`config.mk`:
```
export PLATFORM = sky130hd
export DESIGN_NAME = fetch_unit
export DESIGN_NICKNAME = d
export VERILOG_FILES = /design/src/rtl/fetch_unit_pkg.sv /design/src/rtl/fetch_queue.sv /design/src/rtl/fetch_unit.sv
export SDC_FILE = /design/constraint.sdc
export NUM_CORES = 1
export LEC_CHECK = 0
export BUFFER_PORTS_ARGS = -buffer_cell sky130_fd_sc_hd__buf_2
export CAP_MARGIN = 20
export CORE_ASPECT_RATIO = 1.4
export CORE_MARGIN = 2
export CORE_UTILIZATION = 50
export DETAILED_ROUTE_END_ITERATION = 10
export GPL_ROUTABILITY_DRIVEN = 0
export PLACE_DENSITY_LB_ADDON = 0.1
export SLEW_MARGIN = 20
export SYNTH_ARGS = -nofsm -noshare
export SYNTH_HDL_FRONTEND = slang
export SYNTH_HIERARCHICAL = 1
export SYNTH_SLANG_ARGS = --single-unit
```
`constraint.sdc`:
```
create_clock -name clk -period 11.1 [get_ports clk]
set_clock_uncertainty 0.2 [all_clocks]
set_input_delay 1.11 -clock clk [delete_from_list [all_inputs] [get_ports clk]]
set_output_delay 1.11 -clock clk [all_outputs]
set_load 0.1 [all_outputs]
```
`src/rtl/fetch_unit_pkg.sv`:
```
// Shared definitions for the instruction-fetch stage: NOP encoding, PC step,
// fetch state codes and the {pc,instr} queue entry layout.
package fetch_unit_pkg;

  localparam logic [31:0] NOP_INSTR = 32'h0000_0013;
  localparam logic [31:0] PC_STEP   = 32'd4;

  typedef enum logic {
    FETCH_RUN   = 1'b0,
    FETCH_FAULT = 1'b1
  } fetch_state_e;

  typedef struct packed {
    logic [31:0] pc;
    logic [31:0] instr;
  } fetch_entry_t;

  // A fetch target is misaligned when it is not on a 32-bit word boundary.
  function automatic logic pc_misaligned(input logic [31:0] pc);
    return (pc[1:0] != 2'b00);
  endfunction

endpackage

```
`src/rtl/fetch_queue.sv`:
```
// Prefetch FIFO holding {pc,instr} pairs. DEPTH must be a power of two so the
// read/write pointers wrap naturally. A clear wins over a same-cycle push/pop;
// a push into a full queue is accepted only when a pop frees a slot that cycle.
module fetch_queue #(
  parameter  int DEPTH = 4,
  localparam int AW    = $clog2(DEPTH),
  localparam int CW    = AW + 1
) (
  input  logic          clk,
  input  logic          rst,
  input  logic          clear_i,
  input  logic          push_i,
  input  logic          pop_i,
  input  logic [63:0]   wdata_i,
  output logic [63:0]   head_o,
  output logic [CW-1:0] count_o,
  output logic          full_o,
  output logic          empty_o
);

  logic [63:0]   mem_q [DEPTH];
  logic [AW-1:0] wr_ptr_q;
  logic [AW-1:0] rd_ptr_q;
  logic [CW-1:0] count_q;
  logic          push_ok_s;
  logic          pop_ok_s;

  assign empty_o   = (count_q == CW'(0));
  assign full_o    = (count_q == CW'(DEPTH));
  assign count_o   = count_q;
  assign head_o    = mem_q[rd_ptr_q];
  assign pop_ok_s  = pop_i && !empty_o;
  assign push_ok_s = push_i && (!full_o || pop_ok_s);

  // Storage, pointers and occupancy; clear empties the queue in one cycle.
  always_ff @(posedge clk or negedge rst) begin
    if (!rst) begin
      wr_ptr_q <= AW'(0);
      rd_ptr_q <= AW'(0);
      count_q  <= CW'(0);
      for (int i = 0; i < DEPTH; i++) begin
        mem_q[i] <= 64'h0;
      end
    end else if (clear_i) begin
      wr_ptr_q <= AW'(0);
      rd_ptr_q <= AW'(0);
      count_q  <= CW'(0);
    end else begin
      if (push_ok_s) begin
        mem_q[wr_ptr_q] <= wdata_i;
        wr_ptr_q        <= wr_ptr_q + AW'(1);
      end
      if (pop_ok_s) begin
        rd_ptr_q <= rd_ptr_q + AW'(1);
      end
      count_q <= count_q + CW'(push_ok_s) - CW'(pop_ok_s);
    end
  end

endmodule

```
`src/rtl/fetch_unit.sv`:
```
// Instruction-fetch stage: owns the PC, issues word reads to a synchronous
// instruction memory, buffers {pc,instr} in fetch_queue and presents the head to
// decode. Redirects flush all wrong-path state and restart fetch at the new PC.
// Optional feature macro: FETCH_ALIGN_CHECK_EN -- when defined a misaligned
// redirect halts fetch (FAULT) and raises fetch_fault until an aligned redirect;
// when undefined redirect targets are forced to word alignment.
module fetch_unit
  import fetch_unit_pkg::*;
#(
  parameter logic [31:0] RESET_PC = 32'h0000_0000,
  parameter int          DEPTH    = 4
) (
  input  logic        clk,
  input  logic        rst,
  output logic        imem_req,
  output logic [29:0] imem_addr,
  input  logic [31:0] imem_rdata,
  output logic        if_valid,
  input  logic        if_ready,
  output logic [31:0] if_pc,
  output logic [31:0] if_instr,
  input  logic        redirect_valid,
  input  logic [31:0] redirect_pc,
  output logic        fetch_fault
);

  localparam int CW = $clog2(DEPTH) + 1;
  localparam int SW = CW + 1;

  fetch_state_e  state_q;
  logic [31:0]   pc_q;
  logic          inflight_q;
  logic [31:0]   inflight_pc_q;
  logic          inflight_epoch_q;
  logic          epoch_q;

  logic [63:0]   q_head_s;
  logic [CW-1:0] q_count_s;
  logic          q_full_s;
  logic          q_empty_s;
  logic          pop_s;
  logic          push_s;
  logic [SW-1:0] occ_s;
  logic          room_s;
  logic [31:0]   redir_pc_s;
  logic          redir_bad_s;
  fetch_entry_t  head_s;
  fetch_entry_t  push_entry_s;

`ifdef FETCH_ALIGN_CHECK_EN
  assign redir_pc_s  = redirect_pc;
  assign redir_bad_s = pc_misaligned(redirect_pc);
  assign fetch_fault = (state_q == FETCH_FAULT);
`else
  assign redir_pc_s  = redirect_pc & 32'hFFFF_FFFC;
  assign redir_bad_s = 1'b0;
  assign fetch_fault = 1'b0;
`endif

  // Head is hidden during a redirect so no wrong-path instruction transfers.
  assign if_valid = !q_empty_s && !redirect_valid && (state_q == FETCH_RUN);
  assign pop_s    = if_valid && if_ready;
  assign head_s   = q_head_s;
  assign if_pc    = q_empty_s ? 32'h0000_0000 : head_s.pc;
  assign if_instr = q_empty_s ? NOP_INSTR : head_s.instr;

  // Occupancy after this cycle's pop plus the read in flight plus a new read.
  assign occ_s  = SW'(q_count_s) - SW'(pop_s) + SW'(inflight_q) + SW'(1);
  assign room_s = (occ_s <= SW'(DEPTH)) && !(q_full_s && !pop_s);

  // rst gates the request so nothing is issued while reset is asserted.
  assign imem_req  = rst && (state_q == FETCH_RUN) && !redirect_valid && room_s;
  assign imem_addr = pc_q[31:2];

  // Responses from a previous epoch belong to a flushed path and are dropped.
  assign push_s       = inflight_q && (inflight_epoch_q == epoch_q) && !redirect_valid;
  assign push_entry_s = '{pc: inflight_pc_q, instr: imem_rdata};

  fetch_queue #(.DEPTH(DEPTH)) u_queue (
    .clk     (clk),
    .rst     (rst),
    .clear_i (redirect_valid),
    .push_i  (push_s),
    .pop_i   (pop_s),
    .wdata_i (push_entry_s),
    .head_o  (q_head_s),
    .count_o (q_count_s),
    .full_o  (q_full_s),
    .empty_o (q_empty_s)
  );

  // Fetch FSM: PC advance, in-flight tracking, redirect flush and fault entry/exit.
  always_ff @(posedge clk or negedge rst) begin
    if (!rst) begin
      state_q          <= FETCH_RUN;
      pc_q             <= RESET_PC;
      inflight_q       <= 1'b0;
      inflight_pc_q    <= 32'h0000_0000;
      inflight_epoch_q <= 1'b0;
      epoch_q          <= 1'b0;
    end else if (redirect_valid) begin
      pc_q       <= redir_pc_s;
      epoch_q    <= ~epoch_q;
      inflight_q <= 1'b0;
      if (redir_bad_s) begin
        state_q <= FETCH_FAULT;
      end else begin
        state_q <= FETCH_RUN;
      end
    end else begin
      inflight_q <= imem_req;
      if (imem_req) begin
        pc_q             <= pc_q + PC_STEP;
        inflight_pc_q    <= pc_q;
        inflight_epoch_q <= epoch_q;
      end
    end
  end

endmodule

```
==> summary.txt <==
Outcome
  • Status: finished, final reports clean

Critical path
  • Worst Path Max Fanout: 17
  • Slowest CP cell: o221ai_2
  • CP cell instances: buf_2 > nor2_1 > nand2_1 > fa_1 > ha_1 > ha_1 > nor3b_1 > o221ai_2 > nor2_4 > buf_2
  • CP Capture Type: output pin
  • Worst setup SP type: input port
  • Crit-path max cell delay: 0.46 ns
  • Worst EP required: 9.79 ns
  • Crit Path Category: input port to output pin
  • Worst EP arrival: 3.74 ns

CTS
  • Max Buffers Root-to-Sink: 3
  • Hold bufs inserted after CTS: 0
  • H-tree depth: 2
  • Clk sinks: 326
  • TritonCTS clock tree: built
  • TritonCTS Buffers: 35
  • Clock slew at reported path FFs: 0.06 ns
  • Post-CTS Resized: 0
  • CTS root buf: clkbuf_16
  • Setup bufs post-CTS: 0
  • Clock Latency Late Sink: 0.51 ns

Floorplan
  • Rows: 76
  • Core area: 0.0309 mm²
  • Die extent in y: 214 µm
  • Die Area: 0.0329 mm²
  • Initial Utilization: 50.9%
  • # IOs: 165
  • Die width: 154 µm

Timing
  • Post-layout minimum cycle time: 5.05 ns
  • Max Slew Vio Count: 0
  • Slew @ Worst Pin: 1.17 ns
  • Max Clk Rate: 198 MHz
  • Slew HR: 22.0%
  • Hold slack: 0.286 ns
  • Final worst path period share: 45.5%
  • Hold Violations, Final: 0
  • RSZ-0062 raised after global routing: false
  • Final Setup Violations: 0
  • Setup tns final: 0 ns

Power and ir drop
  • Max IR drop VDD: 0.108 mV
  • Leakage: 8.19 nW
  • P per Cell Area: 202 mW/mm²

Drt
  • Total Wirelength: 34.1 mm
  • # DRC: 0
  • Detailed-route via count: 9043
  • Drt wl/cell: 21.3 µm
  • DRT antenna net count: 0
  • 1st-iter DRT viols: 374
  • Via density: 5.66
  • Pre-antenna DRT Iters: 4

Placement
  • DP HPWL: 19.7 mm
  • IO Port Bufs: 161

Global routing
  • Initial antenna violation count: 0
  • First-pass GRT wire length: 54.8 mm
  • Gr usage total: 21.2%
  • Largest net degree at the start of global routing: 191
  • Grt ovf: 0
  • Vias in the first global route: 9676

Finish
  • Most frequent cells in the layout: dfrtp_1, mux2_2, buf_2
  • Layout Nets: 1262
  • Filler Cells Inserted: 2518
  • Commonest non-fill, non-tap cell in the layout: dfrtp_1
  • N_diodes: 0
  • P&R area growth vs syn: 13.6%
  • Ratio of cells with drive above 1 in the final layout: 49.7%

Yosys
  • Yosys reg bits: 326
  • Synth unique cells: 59
  • Synth Cell Area: 0.0157 mm²
  • Ys flop type: dfrtp_1
  • Cells after synthesis: 1028
  • Sequential fraction of the synthesis area: 51.9%
  • Post-synth EDFFs: 0
  • YS warnings: 6
  • Ys async rst share: 100%
  • Syn_area_per_cell: 15.3 µm²

Flow run
  • Max-Cap Viols: 0

Hold path
  • Worst hold path class: flip-flop to flip-flop
==> through the flow <==
| step | cell area (µm²) | util (%) | total power [mW] | cells | worst slack, ns |
|---|---|---|---|---|---|
| after floorplan | 15800 | - | 2.27 | 1036 | 4.30 |
| after global routing | 17900 | 57.8 | 3.78 | 1597 | 5.78 |
| after CTS | 17800 | 57.7 | 3.65 | 1596 | 5.99 |
| after detailed placement | 16700 | 54.0 | 2.47 | 1535 | 6.01 |
| final | 17900 | 57.8 | 3.61 | 1597 | 6.05 |
| after global placement | 16700 | 54.0 | 2.45 | 1535 | 6.04 |
==> final cells by class <==
type / instances / area (µm²) / share of cell area (%)
multi-input cells: 629 / 7050 / 39.5
repair buffers: 176 / 961 / 5.38
well taps: 390 / 488 / 2.73
flip-flops and latches: 326 / 8170 / 45.7
clock buffers: 53 / 1050 / 5.86
inverters: 15 / 56.3 / 0.315
clock inverters: 8 / 90.1 / 0.505
==> sequential cells by signal, indices dropped and copies added (netlist names) <==
signal	flops
epoch_q	1
inflight_epoch_q	1
inflight_pc_q	30
inflight_q	1
pc_q	30
u_queue/count_o	3
u_queue/mem_q	256
u_queue/rd_ptr_q	2
u_queue/wr_ptr_q	2
==> metal layers <==
metal,up-vias,track usage (%),wire [µm]
met3,53,3.19,1310
met2,209,35.0,16500
met4,0,6.57,772
met1,4764,29.3,15500
met5,-,0,0
li1,4017,-,-
==> logic make-up after synthesis <==
family	synth area share [%]
AOI/OAI and AO/OA	1.42
adders and majority gates	0.971
buffers and inverters	3.68
DFF	51.9
xor gates and xnor gates	1.73
other	0.0239
muxes	33.1
and+or+nand+nor	7.16
==> synth_stat cells, drive strengths merged, types with 13 or more instances <==
master  count  area share [%]
o21ai      23            0.73
clkbuf     22            0.59
mux4       64             9.2
nor2       13            0.31
mux2      292              24
buf        43             2.7
nand3      14            0.45
inv        15            0.36
dfrtp     326              52
nor4       14            0.60
nor2b      62             2.5
nor3       13            0.56
nand2      34            0.81
xnor2      21             1.2
==> worst max-delay path: cells and delay by family <==
kind | cells | cell delay [ns]
fa+ha+maj | 3 | 0.85
simple gates | 4 | 0.76
buf+inv | 2 | 0.55
compound gates | 1 | 0.46
==> final timing paths <==
check | startpoint | endpoint | slack, ns | depth (start not counted)
worst max-delay path | redirect_valid | imem_req | 6.05 | 10
worst min-delay path | u_queue/mem_q[255] | u_queue/mem_q[255] | 0.29 | 1
worst max register to register | u_queue/count_o[1] | inflight_pc_q[30] | 7.14 | 11
worst min register to register | u_queue/mem_q[255] | u_queue/mem_q[255] | 0.29 | 1
max in group asynchronous | rst | u_queue/mem_q[168] | 8.93 | 3
min in group asynchronous | rst | u_queue/mem_q[203] | 0.35 | 1
==> where the power goes <==
| group | leakage [nW] | switching, mW | internal, mW |
|---|---|---|---|
| combinational | 3.31 | 0.508 | 0.388 |
| clock | 0.563 | 0.470 | 0.696 |
| sequential | 4.32 | 0.148 | 1.40 |
(Power assumes the default switching activity.)
